`src/rtl/riscv_pkg.sv`:
```
// Shared RISC-V front-end definitions: prefetch queue entry layout and
// the per-half parcel valid encodings presented to the fetch stage.
package riscv_pkg;

    localparam int XLEN = 32;

    // Both 16-bit halves valid (word-aligned PC) / only the upper half (pc[1]=1)
    localparam logic [1:0] PFQ_VALID_FULL = 2'b11;
    localparam logic [1:0] PFQ_VALID_HI   = 2'b10;

    typedef struct packed {
        logic [XLEN-1:0] pc;
        logic [XLEN-1:0] instr;
        logic            misaligned;
        logic            page_fault;
    } if_pfq_entry_t;

endpackage

```
`src/rtl/riscv_pfq_fifo.sv`:
```
// Small synchronous FIFO used for the prefetch entry queue and the PC tag
// queue. The head is read straight from the storage array, so a push is
// visible on the cycle after it is written and a pop exposes the next entry
// on the cycle after the pointer moves. Flush empties the FIFO and takes
// priority over push/pop in the same cycle.
module riscv_pfq_fifo #(
    parameter int WIDTH = 32,
    parameter int DEPTH = 4
) (
    input  logic                   clk,
    input  logic                   rst,
    input  logic                   push,
    input  logic [WIDTH-1:0]       push_data,
    input  logic                   pop,
    input  logic                   flush,
    output logic [$clog2(DEPTH):0] occ,
    output logic [WIDTH-1:0]       head
);

    localparam int AW = $clog2(DEPTH);

    logic [WIDTH-1:0] mem [DEPTH];
    logic [AW-1:0]    wr_ptr_reg;
    logic [AW-1:0]    rd_ptr_reg;
    logic [AW:0]      occ_reg;
    logic             empty;
    logic             full;
    logic             do_push;
    logic             do_pop;

    assign empty   = (occ_reg == '0);
    assign full    = (occ_reg == (AW+1)'(DEPTH));
    assign do_push = push & ~full & ~flush;
    assign do_pop  = pop & ~empty & ~flush;
    assign occ     = occ_reg;
    assign head    = mem[rd_ptr_reg];

    // Storage write; no reset so the array maps onto plain RAM/LUT storage
    always_ff @(posedge clk) begin
        if (do_push) begin
            mem[wr_ptr_reg] <= push_data;
        end
    end

    // Pointers wrap modulo DEPTH; occupancy tracks push/pop balance
    always_ff @(posedge clk) begin
        if (rst || flush) begin
            wr_ptr_reg <= '0;
            rd_ptr_reg <= '0;
            occ_reg    <= '0;
        end else begin
            if (do_push) begin
                wr_ptr_reg <= wr_ptr_reg + AW'(1);
            end
            if (do_pop) begin
                rd_ptr_reg <= rd_ptr_reg + AW'(1);
            end
            occ_reg <= occ_reg + (AW+1)'(do_push) - (AW+1)'(do_pop);
        end
    end

    // Credit accounting upstream must make a push into a full FIFO impossible
    always_ff @(posedge clk) begin
        if (!rst) begin
            assert (!(push && full && !flush));
        end
    end

endmodule

```
`src/rtl/riscv_if_prefetch.sv`:
```
// Instruction prefetch queue between a pipelined req/gnt/rvalid instruction
// bus and the core fetch stage. Holds the credit, discard and issue logic;
// returned words are paired with their PC from a tag FIFO and queued.
module riscv_if_prefetch #(
    parameter int XLEN        = 32,
    parameter int PARCEL_SIZE = 32,
    parameter int DEPTH       = 4
) (
    input  logic                   clk,
    input  logic                   rst,
    input  logic [XLEN-1:0]        if_nxt_pc,
    output logic                   if_stall_nxt_pc,
    input  logic                   if_stall,
    input  logic                   if_flush,
    output logic [PARCEL_SIZE-1:0] if_parcel,
    output logic [XLEN-1:0]        if_parcel_pc,
    output logic [1:0]             if_parcel_valid,
    output logic                   if_parcel_misaligned,
    output logic                   if_parcel_page_fault,
    output logic                   imem_req,
    output logic [XLEN-1:0]        imem_adr,
    input  logic                   imem_gnt,
    input  logic                   imem_rvalid,
    input  logic [XLEN-1:0]        imem_rdata,
    input  logic                   imem_err
);

    import riscv_pkg::*;

    localparam int CW = $clog2(DEPTH) + 1;
    // Sums of two counters need one extra bit before comparing with DEPTH
    localparam logic [CW:0] DEPTH_S = (CW+1)'(DEPTH);

    if_pfq_entry_t   q_push_data;
    if_pfq_entry_t   q_head;
    logic [CW-1:0]   q_occ;
    logic [CW-1:0]   tag_occ;
    logic [XLEN-1:0] tag_head;
    logic [CW-1:0]   outstanding_reg, outstanding_next;
    logic [CW-1:0]   discard_reg, discard_next;
    logic            can_issue;
    logic            bus_accept;
    logic            mis_accept;
    logic            tag_pop;
    logic            resp_keep;
    logic            q_push;
    logic            q_pop;

    // Entry queue credit covers words already queued plus words in flight;
    // tag FIFO credit covers live requests plus responses still to be dropped.
    assign can_issue = (({1'b0, q_occ} + {1'b0, outstanding_reg}) < DEPTH_S)
                     & (({1'b0, outstanding_reg} + {1'b0, discard_reg}) < DEPTH_S)
                     & ~if_flush & ~rst;

    assign imem_req        = can_issue & ~if_nxt_pc[0];
    assign imem_adr        = {if_nxt_pc[XLEN-1:2], 2'b00};
    assign bus_accept      = imem_req & imem_gnt;
    // An odd PC never reaches the bus; it becomes a fault entry once no
    // earlier fetch can still land ahead of it.
    assign mis_accept      = can_issue & if_nxt_pc[0] & (outstanding_reg == '0);
    assign if_stall_nxt_pc = ~(bus_accept | mis_accept);

    // Every response with a request behind it retires one tag, kept or not
    assign tag_pop   = imem_rvalid & (tag_occ != '0);
    assign resp_keep = imem_rvalid & (discard_reg == '0) & (outstanding_reg != '0) & ~if_flush;
    assign q_push    = resp_keep | mis_accept;
    assign q_pop     = (q_occ != '0) & ~if_stall;

    // Queue entry source: a kept bus response, otherwise a misaligned fault
    always_comb begin
        q_push_data = '0;
        if (resp_keep) begin
            q_push_data.pc         = tag_head;
            q_push_data.instr      = imem_rdata;
            q_push_data.page_fault = imem_err;
        end else begin
            q_push_data.pc         = if_nxt_pc;
            q_push_data.misaligned = 1'b1;
        end
    end

    // Outstanding/discard bookkeeping; flush turns live requests into discards
    always_comb begin
        outstanding_next = outstanding_reg;
        discard_next     = discard_reg;
        if (if_flush) begin
            outstanding_next = '0;
            discard_next     = discard_reg + outstanding_reg - CW'(tag_pop);
        end else begin
            outstanding_next = outstanding_reg + CW'(bus_accept) - CW'(resp_keep);
            if (tag_pop && (discard_reg != '0)) begin
                discard_next = discard_reg - CW'(1);
            end
        end
    end

    // Counter registers
    always_ff @(posedge clk) begin
        if (rst) begin
            outstanding_reg <= '0;
            discard_reg     <= '0;
        end else begin
            outstanding_reg <= outstanding_next;
            discard_reg     <= discard_next;
        end
    end

    riscv_pfq_fifo #(
        .WIDTH ($bits(if_pfq_entry_t)),
        .DEPTH (DEPTH)
    ) u_entry_q (
        .clk       (clk),
        .rst       (rst),
        .push      (q_push),
        .push_data (q_push_data),
        .pop       (q_pop),
        .flush     (if_flush),
        .occ       (q_occ),
        .head      (q_head)
    );

    // Tag entries survive a flush: they still pair with the discarded responses
    riscv_pfq_fifo #(
        .WIDTH (XLEN),
        .DEPTH (DEPTH)
    ) u_tag_q (
        .clk       (clk),
        .rst       (rst),
        .push      (bus_accept),
        .push_data (if_nxt_pc),
        .pop       (tag_pop),
        .flush     (1'b0),
        .occ       (tag_occ),
        .head      (tag_head)
    );

    // Head presentation; all fields forced to zero while the queue is empty
    always_comb begin
        if_parcel            = '0;
        if_parcel_pc         = '0;
        if_parcel_valid      = 2'b00;
        if_parcel_misaligned = 1'b0;
        if_parcel_page_fault = 1'b0;
        if (q_occ != '0) begin
            if_parcel            = q_head.instr;
            if_parcel_pc         = q_head.pc;
            if_parcel_valid      = q_head.pc[1] ? PFQ_VALID_HI : PFQ_VALID_FULL;
            if_parcel_misaligned = q_head.misaligned;
            if_parcel_page_fault = q_head.page_fault;
        end
    end

endmodule
```
`config.mk`:
```
export PLATFORM = sky130hd
export DESIGN_NAME = riscv_if_prefetch
export DESIGN_NICKNAME = d
export VERILOG_FILES = /design/src/rtl/riscv_pkg.sv /design/src/rtl/riscv_pfq_fifo.sv /design/src/rtl/riscv_if_prefetch.sv
export SDC_FILE = /design/constraint.sdc
export NUM_CORES = 1
export LEC_CHECK = 0
export CAP_MARGIN = 15
export CORE_MARGIN = 4
export CORE_UTILIZATION = 35
export DETAILED_ROUTE_END_ITERATION = 12
export HOLD_SLACK_MARGIN = 0.15
export SLEW_MARGIN = 20
export SYNTH_ARGS = -nofsm -noshare
export SYNTH_HDL_FRONTEND = slang
export SYNTH_SLANG_ARGS = --single-unit
```
`constraint.sdc`:
```
create_clock -name clk -period 4.9 [get_ports clk]
set_input_delay 1.225 -clock clk [delete_from_list [all_inputs] [get_ports clk]]
set_output_delay 1.225 -clock clk [all_outputs]
set_load 0.05 [all_outputs]
```
==> metrics.md, run 1 <==
| Metric | Value |
|---|---|
| Clk slew on worst S/H paths | approximately 0.06 ns |
| Max Freq | between 200 and 250 MHz |
| Crit path DAT | 3.16 ns |
| Count of different cell masters after synthesis | 46 |
| DRC | 0 |
| Synthesis-to-finish area growth | 21.81% |
| Setup tns final | 0 ns |
| CP required | 3.67 ns |
| Status | completed |
| Largest net degree at the start of global routing | roughly 70 |
| Port bufs | 170 |
| Vias | around 8.2k |
| LEAKAGE | roughly 0.0067 µW |
| Post-CTS Hold Fix Bufs | 0 |
| Top FF cell, synth | edfxtp_1 |
| Gpl congestion | between 0.7 and 0.8 |
| Worst reg2reg path depth | 11 |
| Syn_area_per_cell | around 20 µm² |
| Number of flops mapped to enable cells by yosys | 392 |
| Post-synthesis cell count | approximately 860 |
| Post-CTS resize count | 0 |
| Initial antenna violation count | 0 |
| DR iter-0 viols | approximately 490 |
| Worst-Margin Slew | 1.069 ns |
| Ys async rst share | 0% |
| # setup viols final | 0 |
| Final net count | roughly 1.1k |
| Crit Path Class | input port to output pin |
| Max-Cap Viols | 0 |
| Site Rows | 80 |
| Maximum buffer depth of the clock tree | 3 |
| Total gr overflow | 0 |
| Leading registers by flop count | u_entry_q.mem x264, u_tag_q.mem x128 |
| Post-Syn Area | 0.01700 mm² |
| Reg2Reg Setup Slack | 1.94 ns |
| Slew margin rel. | 28.75% |
| Startpoint type of the worst setup path | input port |
| Commonest cells after routing, fill and taps aside | 392 x edfxtp_1, 169 x clkdlybuf4s50_1, 103 x and2_1 |
| WHS Path Cells | 2 |
| Setup repair bufs after CTS | 0 |
| Die Y-Extent | roughly 230 µm |
| Crit end category | output pin |
| H-tree depth | 2 |
| Hold Path Class | flip-flop to flip-flop |
| Die footprint | approximately 0.052 mm² |
| Vias per cell | 4.900 |
| Pins Over Slew Limit | 0 |
| Final ANT Viol Nets | 0 |
| Starting Density | between 30 and 40% |
| Layout cells sized above 1 | between 20% and 30% |
| Critical R2R Launch | outstanding_reg[2] |
| Num Clock Sinks | 416 |
| Power per cell area | just under 400 mW/mm² |
| RSZ-0062 raised after global routing | false |
| Vias in the first global route | 8936 |
| Core footprint | 0.04785 mm² |
| Fin crit period | between 4 and 5 ns |
| Routed WL | 35580 µm |
| Crit-path max FO | 8 |
| Wire length of the first global-routing pass | ~54000 µm |
| WL per Instance | 21.23 µm |
| Seq cells post-synth | between 400 and 500 |
| Peak supply drop | between 0.0002 and 0.0003 V |
| Final instance area | between 0.02 and 0.025 mm² |
| Clk_skew | roughly 0.02 ns |
| Part of the cycle the worst path needs | 89.45% |
| Dpl cell area | roughly 0.019 mm² |
| Total global-route track usage | a little over an eighth |
| Final hold viol count | 0 |
| Hold_sp | u_tag_q.rd_ptr_reg[0] |
| Cts bufs inserted | 45 |
| Worst skew pair latency | 0.56 ns |
| N_diodes | 0 |
| Reg-to-reg critical path endpoint | outstanding_reg[2] |
| Post-DP HPWL | between 20000 and 25000 µm |
| Register area share after synthesis | approximately 70% |
| Max reg flops | ~260 |
| Clock root buffer master | clkbuf_16 |
| Top Ports | 173 |
| Commonest non-fill, non-tap cell in the layout | edfxtp_1 |
| CTS tree | yes |
| Die Wd | 228.4 µm |
| Synth Warn # | 0 |
| Reg with most FFs | u_entry_q.mem |
| Drt pass-1 iters | 4 |
==> synth_stat cells, types with 2 or more instances <==
cell,n,share of area [%]
nor2b_1,3,0.11
or3_1,2,0.074
buf_6,14,0.93
nor2_1,15,0.33
edfxtp_1,392,69
and3_1,5,0.18
mux2_2,31,2.1
and2_1,107,3.9
inv_1,23,0.51
nand2b_1,2,0.074
clkbuf_1,15,0.33
xor2_1,3,0.15
xnor2_1,10,0.52
mux4_2,96,13
dfxtp_1,24,2.8
mux4_1,2,0.31
fa_1,4,0.47
nand3_1,3,0.088
a21oi_1,3,0.088
buf_2,9,0.26
o2111ai_1,2,0.10
o21a_1,2,0.088
o211ai_1,3,0.13
nand2_1,5,0.11
ha_1,23,1.7
buf_4,33,1.5
o21ai_0,4,0.12
nor3_1,5,0.15
mux2i_1,2,0.12
==> stage by stage <==
step	util, %	setup slack (ns)	hold slack [ns]	total power, µW	instances
floorplan	-	0.9325	0.4847	4672	860
global placement	40.27	0.4974	0.5031	4879	1597
detailed placement	40.27	0.4983	0.5187	4894	1597
CTS	43.28	0.4981	0.5398	8220	1676
global route	43.28	0.3512	0.5709	8417	1676
finish	43.28	0.5170	0.5375	8097	1676
==> layer usage <==
layer | global-route usage (%) | up-vias | routed length (µm)
li1 | - | 3689 | -
met1 | 17.86 | 4268 | 15460
met2 | 23.05 | 208 | 17800
met3 | 2.729 | 47 | 1712
met4 | 3.731 | 0 | 613
met5 | 0 | - | 0
==> area by class of cell <==
class                      instances  area [µm²]
fill                            4220       27140
multi-input combinational        350        4189
sequential                       416       12260
inverter                          23       86.33
clock buffer                      52        1195
clock inverter                    27       246.5
tap                              615       769.5
timing repair buffer             193        1959
==> cells by family (layout without fill, tap and decap cells) <==
kind of cell	count (synthesis)	in the layout	share of synthesized area, %
AOI/OAI and AO/OA	20	20	0.8096
xor gates and xnor gates	13	13	0.6698
adders and majority gates	27	27	2.164
buffers and inverters	94	295	3.489
DFF	416	416	72.07
muxes	132	132	15.29
other	1	2	0.02206
and+or+nand+nor	156	156	5.491
==> worst max path at each step <==
stage	start	endpoint	slack [ns]
4_1_cts	if_flush	if_stall_nxt_pc	0.50
3_5_place_dp	if_flush	if_stall_nxt_pc	0.50
6_report	if_flush	if_stall_nxt_pc	0.52
5_1_grt	if_flush	if_stall_nxt_pc	0.35
3_3_place_gp	if_flush	if_stall_nxt_pc	0.50
2_1_floorplan	if_flush	u_entry_q.mem[0][0]	0.93
==> report_power, final <==
group          switching (µW)  total (µW)  internal [µW]  leakage [µW]
registers                65.2        4000           3940       0.00384
clock network            1340        3290           1960      0.000715
logic                     405         804            399       0.00220
total                    1810        8100           6290       0.00675
==> worst max-delay path: stages <==
cell and delay [ns]:
clkdlybuf4s50_1 0.43, nor4_2 0.36, o211a_1 0.31, o21ai_0 0.12, clkdlybuf4s50_1 0.72
Note: power is estimated with default switching activity, not from simulation.
==> run 2: changes to the inputs <==
Settings changed: CORE_MARGIN 4 to 2, CTS_BUF_LIST set to sky130_fd_sc_hd__clkbuf_4 sky130_fd_sc_hd__clkbuf_8 sky130_fd_sc_hd__clkbuf_16.
==> metrics.md, run 2 (same netlist as run 1, synthesis figures left out) <==
| Metric | Value |
|---|---|
| Status | completed |
| DRC | 0 |
| Fin crit period | ~4.4 ns |
| Final net count | 1131 |
| Drt pass-1 iters | 4 |
| Synthesis-to-finish area growth | 22.66% |
| Commonest cells after routing, fill and taps aside | 392 x edfxtp_1, 169 x clkdlybuf4s50_1, 103 x and2_1 |
| Final hold viol count | 0 |
| Post-CTS Hold Fix Bufs | 0 |
| Post-placement cell count | 1601 |
| Max reg flops | about 260 |
| CTS tree | yes |
| Busiest grt layer | met2 |
| Slew margin rel. | a little under a third |
| Pins Over Slew Limit | 0 |
| Die Y-Extent | between 200 and 250 µm |
| Initial antenna violation count | 1 |
| RSZ-0062 raised after global routing | false |
| Peak supply drop | 0.0002377 V |
| Setup repair bufs after CTS | 0 |
| Vias in the first global route | ~9k |
| GR Util met2 | 24.40% |
| Post-CTS resize count | 0 |
| Crit path DAT | approximately 3.2 ns |
| Reg-to-reg critical path endpoint | outstanding_reg[2] |
| Crit path launch | if_flush |
| H-tree depth | 2 |
| Max-Cap Viols | 0 |
| WHS Path Cells | 2 |
| Total gr overflow | 0 |
| Maximum buffer depth of the clock tree | 3 |
| Total Power | around 8300 µW |
| Core footprint | 0.04785 mm² |
| Reg2Reg Setup Slack | roughly 2.0 ns |
| # setup viols final | 0 |
| Reg with most FFs | u_entry_q.mem |
| Crit-path max FO | 8 |
| Largest net degree at the start of global routing | 44 |
| Vias | between 8k and 9k |
| Final instance area | approximately 0.021 mm² |
| WL per Instance | 21.02 µm |
| Commonest non-fill, non-tap cell in the layout | edfxtp_1 |
| Post-DP HPWL | 20710 µm |
| Clock root buffer master | clkbuf_16 |
| Gpl congestion | 0.6947 |
| Setup tns final | 0 ns |
| M1 GR Usage | between 10% and 20% |
| Worst reg2reg path depth | 12 |
| Critical path capture point | if_stall_nxt_pc |
| Vias per cell | between 4 and 5 |
| CP required | 3.67 ns |
| Startpoint type of the worst setup path | input port |
| Hold Path Class | flip-flop to flip-flop |
| Starting Density | around 36% |
| Power per cell area | around 400 mW/mm² |
| Part of the cycle the worst path needs | between 80% and 90% |
| Cts bufs inserted | between 40 and 50 |
| Wire length of the first global-routing pass | around 54000 µm |
| LEAKAGE | 0.006818 µW |
| Number of fillers in the final layout | ~4.2k |
| Port bufs | 170 |
| DR iter-0 viols | 421 |
| Crit end category | output pin |
| Total global-route track usage | approximately 14% |
| Die footprint | between 0.05 and 0.06 mm² |
| Clk slew on worst S/H paths | around 0.060 ns |
| Leading registers by flop count | u_entry_q.mem x264, u_tag_q.mem x128 |
| Max Freq | about 230 MHz |
| N_diodes | 0 |
| Final ANT Viol Nets | 0 |
| Met3 Usage GRT | 2.547% |
| Worst skew pair latency | around 0.58 ns |
| Worst-Margin Slew | 1.047 ns |
| Dpl cell area | 0.01931 mm² |
| Routed WL | 35300 µm |
| Reg area | 0.01226 mm² |
| Num Clock Sinks | 416 |
| Critical R2R Launch | outstanding_reg[1] |
| Clk_skew | between 0.02 and 0.025 ns |
| Fin cells | between 1.5k and 2k |
| Layout cells sized above 1 | a little under a quarter |
| Crit Path Class | input port to output pin |
| Area taken by multi-input logic gates | 0.004189 mm² |
| Top Ports | 173 |
| Site Rows | 80 |
| Layout Utilization | around 44% |
| Die Wd | roughly 220 µm |
run 2: area by class of cell:
type,count,area share [%]
clock inverter,27,1.788
multi-input combinational,350,20.09
tap,615,3.690
inverter,23,0.4140
sequential,416,58.80
timing repair buffer,197,9.600
clock buffer,51,5.616
run 2: power by group:
part	total (µW)	internal [µW]	switching (µW)
Combinational	765	400	364
Clock	3530	2180	1340
Sequential	4040	3940	101
Total	8330	6520	1810
run 2: how the worst min path moves through the flow:
stage	startpoint	endpoint	slack, ns
after floorplan	u_tag_q.rd_ptr_reg[1]	flip-flop	0.48
final	u_entry_q.rd_ptr_reg[1]	flip-flop	0.52
after global placement	u_tag_q.rd_ptr_reg[1]	flip-flop	0.50
after global routing	u_tag_q.rd_ptr_reg[1]	flip-flop	0.57
after CTS	u_tag_q.rd_ptr_reg[1]	flip-flop	0.53
after detailed placement	u_tag_q.rd_ptr_reg[1]	flip-flop	0.52
run 2: routing by layer:
layer  share of wire (%)  vias up
li1                    -     3698
met1                  45     4321
met2                  50      178
met3                 3.9       51
met4                 1.9        2
met5               0.045        -
run 2: stage by stage:
| stage | setup WS (ns) | hold slack, ns |
|---|---|---|
| global placement | 0.5126 | 0.4979 |
| detailed placement | 0.4944 | 0.5152 |
| global route | 0.3961 | 0.5671 |
| CTS | 0.4936 | 0.5294 |
| finish | 0.4988 | 0.5247 |
| floorplan | 0.9325 | 0.4847 |
run 2: critical path, cell delays in order:
cell             delay [ns]
clkdlybuf4s50_1        0.43
nor4_2                 0.37
o211a_1                0.32
o21ai_0                0.11
clkdlybuf4s50_1        0.72
